**config.mk**
```make
export PLATFORM = sky130hd
export DESIGN_NAME = sd_req_arbiter
export DESIGN_NICKNAME = d
export VERILOG_FILES = /design/src/rtl/sd_req_arbiter.sv
export SDC_FILE = /design/constraint.sdc
export NUM_CORES = 1
export LEC_CHECK = 0
export CAP_MARGIN = 5
export CORE_MARGIN = 10
export CORE_UTILIZATION = 39
export DETAILED_ROUTE_END_ITERATION = 10
export PLACE_DENSITY = 0.77
export SLEW_MARGIN = 10
export SYNTH_ARGS = -nofsm -noshare
export SYNTH_HDL_FRONTEND = slang
export SYNTH_SLANG_ARGS = --single-unit
```
**constraint.sdc**
```tcl
create_clock -name clk_sys -period 1.7 [get_ports clk_sys]
set_input_delay 0.34 -clock clk_sys [delete_from_list [all_inputs] [get_ports clk_sys]]
set_output_delay 0.34 -clock clk_sys [all_outputs]
set_load 0.05 [all_outputs]
```
**src/rtl/sd_req_arbiter.sv**
```systemverilog
// Round-robin arbiter sharing the user_io SD sector port between NREQ drive requesters.
// One sector transfer at a time; ack-less requests are aborted after TIMEOUT cycles.
module sd_req_arbiter #(
  parameter int unsigned NREQ    = 2,
  parameter int unsigned TIMEOUT = 24'hFFFFFF
) (
  input  logic                 clk_sys,
  input  logic                 reset,
  input  logic [NREQ-1:0]      req_rd,
  input  logic [NREQ-1:0]      req_wr,
  input  logic [32*NREQ-1:0]   req_lba,
  output logic [NREQ-1:0]      req_done,
  output logic [NREQ-1:0]      req_err,
  output logic [NREQ-1:0]      req_gnt,
  output logic [NREQ-1:0]      buff_wr,
  input  logic [8*NREQ-1:0]    buff_din,
  output logic [31:0]          sd_lba,
  output logic                 sd_rd,
  output logic                 sd_wr,
  input  logic                 sd_ack,
  input  logic                 sd_buff_wr,
  output logic [7:0]           sd_buff_din
);

  localparam int unsigned PW = $clog2(NREQ);
  localparam int unsigned TW = $clog2(TIMEOUT + 1);

  typedef enum logic [1:0] {S_IDLE, S_REQ, S_XFER, S_RELEASE} state_t;

  state_t          state, state_n;
  logic            ack_m, ack_s;
  logic [PW-1:0]   ptr, ptr_n;
  logic [TW-1:0]   timer, timer_n;
  logic [31:0]     lba_n;
  logic            rd_n, wr_n;
  logic [NREQ-1:0] gnt_n, done_n, err_n;
  logic [NREQ-1:0] active;
  logic            found;
  logic [PW-1:0]   pick, cand;

  always_comb begin
    state_n = state;
    ptr_n   = ptr;
    timer_n = timer;
    lba_n   = sd_lba;
    rd_n    = sd_rd;
    wr_n    = sd_wr;
    gnt_n   = req_gnt;
    done_n  = '0;
    err_n   = '0;
    active  = req_rd | req_wr;
    found   = 1'b0;
    pick    = '0;
    cand    = '0;

    // First active requester after the last winner, wrapping mod NREQ.
    for (int unsigned k = 1; k <= NREQ; k++) begin
      cand = PW'((32'(ptr) + k) % NREQ);
      if (!found && active[cand]) begin
        found = 1'b1;
        pick  = cand;
      end
    end

    case (state)
      S_IDLE: begin
        if (found && !ack_s) begin
          lba_n   = req_lba[{pick, 5'd0} +: 32];
          gnt_n   = NREQ'(1) << pick;
          ptr_n   = pick;
          wr_n    = req_wr[pick];
          rd_n    = req_rd[pick] & ~req_wr[pick];
          timer_n = '0;
          state_n = S_REQ;
        end
      end
      S_REQ: begin
        if (ack_s) begin
          rd_n    = 1'b0;
          wr_n    = 1'b0;
          timer_n = '0;
          state_n = S_XFER;
        end else if (timer == TW'(TIMEOUT - 1)) begin
          rd_n    = 1'b0;
          wr_n    = 1'b0;
          timer_n = '0;
          err_n   = req_gnt;
          state_n = S_RELEASE;
        end else begin
          timer_n = timer + 1'b1;
        end
      end
      S_XFER: begin
        if (!ack_s) begin
          done_n  = req_gnt;
          state_n = S_RELEASE;
        end
      end
      S_RELEASE: begin
        gnt_n   = '0;
        state_n = S_IDLE;
      end
      default: state_n = S_IDLE;
    endcase
  end

  always_ff @(posedge clk_sys) begin
    if (reset) begin
      state    <= S_IDLE;
      ack_m    <= 1'b0;
      ack_s    <= 1'b0;
      ptr      <= PW'(NREQ - 1);
      timer    <= '0;
      sd_lba   <= '0;
      sd_rd    <= 1'b0;
      sd_wr    <= 1'b0;
      req_gnt  <= '0;
      req_done <= '0;
      req_err  <= '0;
    end else begin
      state    <= state_n;
      ack_m    <= sd_ack;
      ack_s    <= ack_m;
      ptr      <= ptr_n;
      timer    <= timer_n;
      sd_lba   <= lba_n;
      sd_rd    <= rd_n;
      sd_wr    <= wr_n;
      req_gnt  <= gnt_n;
      req_done <= done_n;
      req_err  <= err_n;
    end
  end

  assign buff_wr = {NREQ{sd_buff_wr}} & req_gnt;

  always_comb begin
    sd_buff_din = '0;
    for (int unsigned i = 0; i < NREQ; i++)
      sd_buff_din = sd_buff_din | (buff_din[8*i +: 8] & {8{req_gnt[i]}});
  end

endmodule

```
==> reports/results.md, run 1 <==
| Step | Metric | Value |
| --- | --- | --- |
| status | Run status | finished with violations |
| status | Violated checks | setup timing |
| critical path | Kind of capture point of the worst setup path | register |
| power | Total power per unit cell area | 1600 mW/mm^2 |
| critical path | CP startpoint | state[1] |
| logic synthesis | Cell types occupying the most area after synthesis | sky130_fd_sc_hd__dfxtp_1, sky130_fd_sc_hd__mux2i_1, sky130_fd_sc_hd__nor2_1 |
| timing | Setup repair after global routing missed its margin | true |
| floorplanning | Floorplan Core Area | 0.00822 mm^2 |
| placement | Placed Cells | 633 |
| timing | Maximum clock skew at final layout | 0.00773 ns |
| cells and area | Antenna diode instance count | 0 |
| logic synthesis | Xor and xnor area share after synthesis | 5.60% |
| timing | F_max | 578 MHz |
| floorplanning | IO Count | 138 |
| power | Leakage power of the design | 2.48 nW |
| drt | DRT Pass-1 Iters | 4 |
| grt | Initial antenna violation count | 0 |
| drt | Number of vias in the routed layout | 3,449 |
| drt | Routed length per placed instance | 16.6 um |
| logic synthesis | Dominant combinational cell family by area after synthesis | simple AND/OR/NAND/NOR gates |
| drt | Initial detailed-routing violation count | 153 |
| timing | Worst setup slack after layout | -0.0299 ns |
| logic synthesis | Yosys cell types | 43 |
| power | IR drop worst, VDD | 0.992 mV |
| logic synthesis | Primary FF master, synth | sky130_fd_sc_hd__dfxtp_1 |
| logic synthesis | Area fraction in compound gates after synthesis | 14.4% |
| placement | Number of buffers inserted by port buffering | 137 |
| cells and area | Storage cell area | 0.00139 mm^2 |
| cts | Clock sinks | 69 |
| floorplanning | Chip height | 112 um |
| logic synthesis | Area leader, netlist | sky130_fd_sc_hd__dfxtp_1 |
| floorplanning | Die boundary width | 112 um |
| drt | Number of antenna-violating nets in the routed design | 0 |
| timing | Shortest clock period the worst path allows after layout | 1.73 ns |
| cts | Count of hold-fix buffers inserted at cts | 0 |
| cells and area | Total area of multi-input combinational cells | 0.00194 mm^2 |
| timing | Sum of negative setup slack | -0.0302 ns |
| critical path | Launch instance of the worst register-to-register path | state[1] |
| logic synthesis | Syn_nets | 455 |
| critical path | Critical path launch point type | register |
| cts | Clock transition at the registers of the reported paths | 0.08 ns |
| placement | Final RePlAce weighted congestion | 0.813 |
| grt | Gr usage total | 16.2% |
| drt | Final routed DRC violation total | 0 |
| critical path | Critical path class | register to register |
| logic synthesis | Share of Yosys cell area claimed by the top area cell type | 42.0% |
| cells and area | Area overhead of the layout relative to synthesis | 73.6% |
| logic synthesis | Basic-gate share of the synthesized area counting and, or, nand and nor cells | 21.5% |
| cts | Clock buffers created by TritonCTS | 9 |
| cells and area | Fill cells | 606 |
| critical path | Flop-to-flop setup slack | -0.03 ns |
| logic synthesis | Count of mapped cells out of synthesis | 361 |
| grt | Pin count of the biggest net entering global routing | 65 |
| grt | First-pass GRT wire length | 17.0 mm |
| timing | Final setup violation count | 2 |
| logic synthesis | Netlist area before placement | 0.00329 mm^2 |
| timing | Period Utilization, post-route | 102% |
| critical path | Reg-to-Reg End | timer[19] |
| cts | TritonCTS clock tree | yes |
| timing | Worst slew pin tran | 0.441 ns |
| grt | Total gr overflow | 0 |
| min path | Type of the worst min-delay path | register to register |
| cells and area | Net total in the final layout | 651 |
| placement | DPL Wire Length | 7.93 mm |
| cts | Latest clock arrival within the worst-skew pair | 0.35 ns |
| cts | Root buffer cell | sky130_fd_sc_hd__clkbuf_8 |
| timing | Headroom to the max-slew limit | 70.4% |
| timing | Max-slew violations | 0 |
| cts | Number of levels in the clock H-tree | 3 |
| logic synthesis | Synthesis Warnings | 0 |
| critical path | Data required time of the critical path | 1.97 ns |
| drt | Final wirelength | 11.1 mm |
| cts | Maximum clock path buffer count | 2 |
| critical path | Register-to-Register Path Depth | 10 |
| timing | Final hold violations | 0 |
| cells and area | Final non-filler cell total | 667 |
| logic synthesis | Count of flip-flops with a built-in enable after synthesis | 0 |
| logic synthesis | Most repeated cell in the gate-level netlist after synthesis | sky130_fd_sc_hd__dfxtp_1 |
| logic synthesis | Mean area per synthesized cell | 9.10 um^2 |
| placement | Worst setup slack before clock tree synthesis | -0.671 ns |
| logic synthesis | FFs w/ async S/R, synth | 0% |
| logic synthesis | Multiplexer share of the synthesized area | 10.1% |
| floorplanning | Initial core utilization | 40.0% |
| critical path | CP max FO | 6 |
| critical path | Signal arrival time at the worst endpoint | 2.00 ns |
| floorplanning | DIE AREA | 0.0125 mm^2 |
| critical path | End point of the critical path | timer[19] |
| grt | Number of global-route vias before repair | 3,478 |
| cells and area | Fraction of final layout cells with drive strength greater than 1 | 31.7% |
| run | Number of maximum-capacitance violations | 0 |
| min path | Hold depth | 1 |
| floorplanning | Row count | 33 |
| drt | Vias per cell | 5.17 |
| logic synthesis | Ranking of synthesized cells by instance count | sky130_fd_sc_hd__dfxtp_1, sky130_fd_sc_hd__nor2_1, sky130_fd_sc_hd__mux2i_1, sky130_fd_sc_hd__a211oi_1, sky130_fd_sc_hd__xor2_1 |
| logic synthesis | Number of storage elements in the synthesis netlist | 69 |
| logic synthesis | Sequential share of the synthesized area | 42.0% |
| logic synthesis | Fraction of the mapped netlist area in adder cells | 2.28% |
-- worst max-delay path, cell delays in order, from the launching register on --
cell and delay, ns:
sky130_fd_sc_hd__dfxtp_2 0.34, sky130_fd_sc_hd__inv_2 0.05, sky130_fd_sc_hd__buf_6 0.11, sky130_fd_sc_hd__ha_4 0.16, sky130_fd_sc_hd__nor2b_4 0.14, sky130_fd_sc_hd__buf_12 0.12
sky130_fd_sc_hd__buf_4 0.13, sky130_fd_sc_hd__nor3_4 0.24, sky130_fd_sc_hd__buf_4 0.16, sky130_fd_sc_hd__nor2_4 0.06, sky130_fd_sc_hd__nor2_1 0.15
-- power breakdown --
| part | internal, mW | leakage (nW) | switching, mW | total [mW] |
|---|---|---|---|---|
| clock network | 0.975 | 0.116 | 0.643 | 1.62 |
| registers | 2.01 | 0.568 | 0.264 | 2.27 |
| logic | 2.18 | 1.80 | 3.07 | 5.25 |
| total | 5.16 | 2.48 | 3.98 | 9.14 |
-- metal layers --
metal | routed length (um) | GRT usage (%)
met1 | 4290 | 16.9
met2 | 5350 | 26.7
met3 | 1280 | 9.55
met4 | 139 | 5.23
met5 | 0 | 0
-- worst min-delay path by stage --
| stage | from | to | slack (ns) |
|---|---|---|---|
| after floorplan | ack_m | ack_s | 0.41 |
| after global placement | ack_m | ack_s | 0.42 |
| after detailed placement | ack_m | ack_s | 0.43 |
| after CTS | ack_m | ack_s | 0.45 |
| after global routing | ack_m | ack_s | 0.46 |
| final | ack_m | ack_s | 0.45 |
-- cells in the final DEF, fill, tap and decap left out, drive strengths merged, types with 2 or more instances in the layout --
cell type	netlist	routed
nand3	12	12
inv	5	5
a21oi	8	8
a211oi	32	32
nand3b	2	2
buf	15	117
xnor2	4	4
nand2b	3	3
xor2	17	17
mux2i	33	33
o21ai	8	8
clkbuf	8	11
nor4	3	3
a32o	2	3
clkdlybuf4s50	0	83
dlygate4sd2	0	4
dfxtp	69	69
nand2	16	16
and2	5	5
nor2b	4	4
ha	6	6
and3	5	5
bufinv	0	3
a32oi	2	2
clkinv	0	2
nor2	68	70
a22o	10	10
nand4	11	11
nor3	4	4
-- sequential cells by signal, summed over array words and instances, names as in the netlist --
signal	count
ack_s	1
req_err	2
sd_lba	32
sd_rd	1
sd_wr	1
req_gnt	2
ack_m	1
ptr	1
timer	24
state	2
req_done	2
-- per-stage QoR --
stage / area, um^2 / utilization [%] / hold WS [ns] / power [mW]
floorplan: 3310 / - / 0.414 / 5.16
global placement: 5160 / 62.8 / 0.425 / 6.79
detailed placement: 5160 / 62.8 / 0.428 / 6.88
CTS: 5520 / 67.2 / 0.449 / 8.77
global route: 5700 / 69.4 / 0.463 / 9.61
finish: 5700 / 69.4 / 0.446 / 9.14
-- layout make-up --
class | count | share of cell area (%)
Clock buffer | 10 | 2.24
Timing Repair Buffer | 205 | 34.8
Inverter | 5 | 0.329
Multi-Input combinational cell | 267 | 34.1
Clock inverter | 6 | 1.95
Sequential cell | 69 | 24.3
Tap cell | 105 | 2.30
-- cell families (layout without fill, tap and decap cells) --
| logic type | Yosys count | after routing |
|---|---|---|
| XOR/XNOR | 21 | 21 |
| buffers and inverters | 28 | 226 |
| adder cells (fa/ha/maj) | 6 | 6 |
| AND/OR/NAND/NOR | 139 | 141 |
| AO/OA/AOI/OAI | 65 | 66 |
| multiplexers | 33 | 33 |
| flip-flops | 69 | 69 |
-- timing repair --
item | in CTS | in global routing
setup endpoints to repair | 70 | 60
pin swaps | 8 | 15
buffers inserted | 2 | 11
gates resized for setup | 25 | 18
cloned | 3 | 2
No activity file was read; power rests on OpenSTA's default activity.
==> run 2, diff against run 1 <==
--- a/config.mk
+++ b/config.mk
@@ -5,12 +5,13 @@
 export SDC_FILE = /design/constraint.sdc
 export NUM_CORES = 1
 export LEC_CHECK = 0
-export CAP_MARGIN = 5
 export CORE_MARGIN = 10
 export CORE_UTILIZATION = 39
 export DETAILED_ROUTE_END_ITERATION = 10
+export GPL_TIMING_DRIVEN = 0
 export PLACE_DENSITY = 0.77
 export SLEW_MARGIN = 10
 export SYNTH_ARGS = -nofsm -noshare
 export SYNTH_HDL_FRONTEND = slang
 export SYNTH_SLANG_ARGS = --single-unit
+export TNS_END_PERCENT = 100
==> run 2 against run 1 <==
- the flow now finishes without violations
- total power decreased by 4.3%
- largest cell class is now multi-input combinational cells
- global-route usage about the same
- non-clock buffer count fell by 29
- sequential power hardly changed
- clock skew up 0.0022 ns
==> reports/results.md, run 2 (synthesized netlist as in run 1, its figures left out) <==
| Step | Metric | Value |
| --- | --- | --- |
| cells and area | Flip-flop count of the largest register, all copies and words added | 32 |
| timing | Sum of negative setup slack | 0 ns |
| cells and area | Fraction of final layout cells with drive strength greater than 1 | 24.4% |
| min path | Startpoint of the lowest-slack hold path | req_wr[1] |
| floorplanning | IO Count | 138 |
| cts | Latest clock arrival within the worst-skew pair | 0.34 ns |
| placement | Number of buffers inserted by port buffering | 136 |
| power | Total power per unit cell area | 1620 mW/mm^2 |
| timing | Final setup violation count | 0 |
| floorplanning | Initial core utilization | 40.0% |
| drt | Number of vias in the routed layout | 3,269 |
| timing | Setup repair after global routing missed its margin | true |
| cts | Clock transition at the registers of the reported paths | 0.07 ns |
| grt | Initial antenna violation count | 0 |
| cts | Clock buffers created by TritonCTS | 9 |
| critical path | Register-to-Register Path Depth | 8 |
| timing | Shortest clock period the worst path allows after layout | 1.67 ns |
| critical path | Signal arrival time at the worst endpoint | 1.90 ns |
| cts | Maximum clock path buffer count | 2 |
| timing | Headroom to the max-slew limit | 59.0% |
| floorplanning | Chip height | 112 um |
| timing | Final Hold Slack | 0.451 ns |
| cts | Clock sinks | 69 |
| timing | Final hold violations | 0 |
| critical path | Launch instance of the worst register-to-register path | state[1] |
| timing | Worst setup slack after layout | 0.0332 ns |
| critical path | Kind of capture point of the worst setup path | register |
| critical path | Crit-path slowest cell | sky130_fd_sc_hd__or4_4 |
| critical path | Critical path launch point type | input pin |
| cells and area | Fill cells | 660 |
| cells and area | Area overhead of the layout relative to synthesis | 64.7% |
| drt | Final routed DRC violation total | 0 |
| cts | TritonCTS clock tree | yes |
| timing | Max-slew violations | 0 |
| run | Number of maximum-capacitance violations | 0 |
| status | Run status | complete, no violations |
| power | Leakage power of the design | 2.39 nW |
| placement | Final RePlAce weighted congestion | 0.771 |
| placement | Worst setup slack before clock tree synthesis | -0.619 ns |
| cts | Number of levels in the clock H-tree | 3 |
| timing | Maximum clock skew at final layout | 0.00992 ns |
| floorplanning | Floorplan Core Area | 0.00822 mm^2 |
| drt | Final wirelength | 10.8 mm |
| cells and area | Most common cell after layout, fill and taps aside | sky130_fd_sc_hd__clkdlybuf4s50_1 |
| timing | Period Utilization, post-route | 98.0% |
| floorplanning | Row count | 33 |
| cells and area | Register with the most flip-flops | sd_lba |
| critical path | Flop-to-flop setup slack | 0.04 ns |
| drt | Routed length per placed instance | 17.0 um |
| drt | Number of antenna-violating nets in the routed design | 0 |
| critical path | Sequence of cells on the critical path | dlygate4sd2_1, or4_4, a32o_2, buf_6, nand4_1, xor2_1, nor2_1 |
| placement | Placed Cells | 602 |
| min path | Hold depth | 4 |
| min path | Type of the worst min-delay path | input pin to register |
| grt | Gr usage total | 16.2% |
| drt | Initial detailed-routing violation count | 95 |
| placement | DPL Wire Length | 8.02 mm |
| grt | Pin count of the biggest net entering global routing | 13 |
| power | IR drop worst, VDD | 0.747 mV |
| grt | Number of global-route vias before repair | 3,426 |
| cells and area | Commonest cells after routing, fill and taps aside | sky130_fd_sc_hd__clkdlybuf4s50_1, sky130_fd_sc_hd__nor2_1, sky130_fd_sc_hd__dfxtp_1 |
| drt | DRT Pass-1 Iters | 5 |
| cells and area | Regs by FF count | sd_lba: 32 flops, timer: 24 flops |
| critical path | Data required time of the critical path | 1.94 ns |
| critical path | Reg-to-Reg End | sd_lba[29] |
| min path | Min-Delay Endpoint | sd_rd |
| drt | Vias per cell | 5.16 |
| grt | Total gr overflow | 0 |
| timing | F_max | 600 MHz |
| critical path | Critical path class | input pin to register |
| floorplanning | Die boundary width | 112 um |
| grt | First-pass GRT wire length | 16.8 mm |
| floorplanning | DIE AREA | 0.0125 mm^2 |
| critical path | CP max FO | 9 |
| cells and area | Final non-filler cell total | 634 |
| timing | Worst slew pin tran | 0.615 ns |
| cells and area | Finished Core Util | 65.8% |
| critical path | CP Buf/Inv Count | 2 |
| critical path | Longest individual stage delay on the worst path | 0.54 ns |
| cts | Count of hold-fix buffers inserted at cts | 0 |
| cells and area | Antenna diode instance count | 0 |
| critical path | Cell family with the largest share of critical-path delay | simple AND/OR/NAND/NOR gates |
| cells and area | Net total in the final layout | 619 |
| cts | Root buffer cell | sky130_fd_sc_hd__clkbuf_8 |
run 2: cell types whose count changed in the layout (fill, tap and decap cells not counted), moves of 2 or more:
| cell | delta |
|---|---|
| sky130_fd_sc_hd__buf_8 | +2 |
| sky130_fd_sc_hd__buf_6 | +2 |
| sky130_fd_sc_hd__nor2_1 | -9 |
| sky130_fd_sc_hd__dlygate4sd2_1 | +38 |
| sky130_fd_sc_hd__dfxtp_2 | +9 |
| sky130_fd_sc_hd__clkbuf_4 | +6 |
| sky130_fd_sc_hd__nor2_2 | +8 |
| sky130_fd_sc_hd__clkbuf_1 | +4 |
| sky130_fd_sc_hd__a211oi_1 | -8 |
| sky130_fd_sc_hd__dfxtp_1 | -9 |
| sky130_fd_sc_hd__a211oi_2 | +8 |
| sky130_fd_sc_hd__buf_12 | -16 |
| sky130_fd_sc_hd__buf_4 | -69 |
run 2: area by class of cell:
cell class	count	area (um^2)	area share, %
plain buffers	23	191	3.54
well taps	105	131	2.43
clock inverters	6	113	2.08
multi-input cells	264	1990	36.8
inverters	5	18.8	0.347
clock buffers	9	124	2.29
repair buffers	153	1450	26.7
flip-flops and latches	69	1400	25.8
run 2: worst max-delay path by stage:
stage / from / endpoint / slack (ns) / cells past startpoint
2_1_floorplan: state[0] / timer[10] / 0.02 / 8
3_3_place_gp: req_rd[1] / timer[11] / -0.57 / 7
3_5_place_dp: req_rd[1] / timer[5] / -0.62 / 7
4_1_cts: req_gnt[0] / buff_wr[0] / 0.006 / 3
5_1_grt: state[1] / sd_lba[29] / -0.06 / 8
6_report: req_wr[0] / timer[5] / 0.03 / 7
run 2: where the power goes:
part | switching, mW | internal, mW
sequential | 0.234 | 2.01
combinational | 3.06 | 1.85
clock | 0.629 | 0.969
total | 3.93 | 4.82
run 2: timing repair:
action / in CTS / in global routing
resized for setup: 128 / 72
pin swaps: 2 / 30
hold endpoints to repair: 0 / 0
buffers inserted: 7 / 6
gates cloned: 1 / 3
endpoints found under the setup margin: 113 / 62
run 2: worst register-to-register path: stages, from the launching register on:
cell and delay [ns]:
sky130_fd_sc_hd__dfxtp_2 0.33, sky130_fd_sc_hd__inv_2 0.09, sky130_fd_sc_hd__ha_4 0.13, sky130_fd_sc_hd__buf_6 0.11
sky130_fd_sc_hd__nor3b_4 0.29, sky130_fd_sc_hd__buf_6 0.22, sky130_fd_sc_hd__clkbuf_16 0.17, sky130_fd_sc_hd__nor2_1 0.04
sky130_fd_sc_hd__a211oi_1 0.18
run 2: per-layer routing:
| metal | global-route usage [%] | wire length (um) | part of all wire, % | up-vias |
|---|---|---|---|---|
| li1 | - | - | - | 1614 |
| met1 | 16.2 | 4120 | 38 | 1518 |
| met2 | 27.3 | 5280 | 49 | 129 |
| met3 | 9.66 | 1280 | 12 | 8 |
| met4 | 5.57 | 117 | 1.1 | 0 |
| met5 | 0 | 0 | 0 | - |
run 2: metrics by stage:
stage,power (mW),area [um^2]
2_1_floorplan,5.16,3310
3_3_place_gp,6.55,4800
3_5_place_dp,6.62,4800
4_1_cts,8.20,5100
5_1_grt,9.27,5410
6_report,8.75,5410
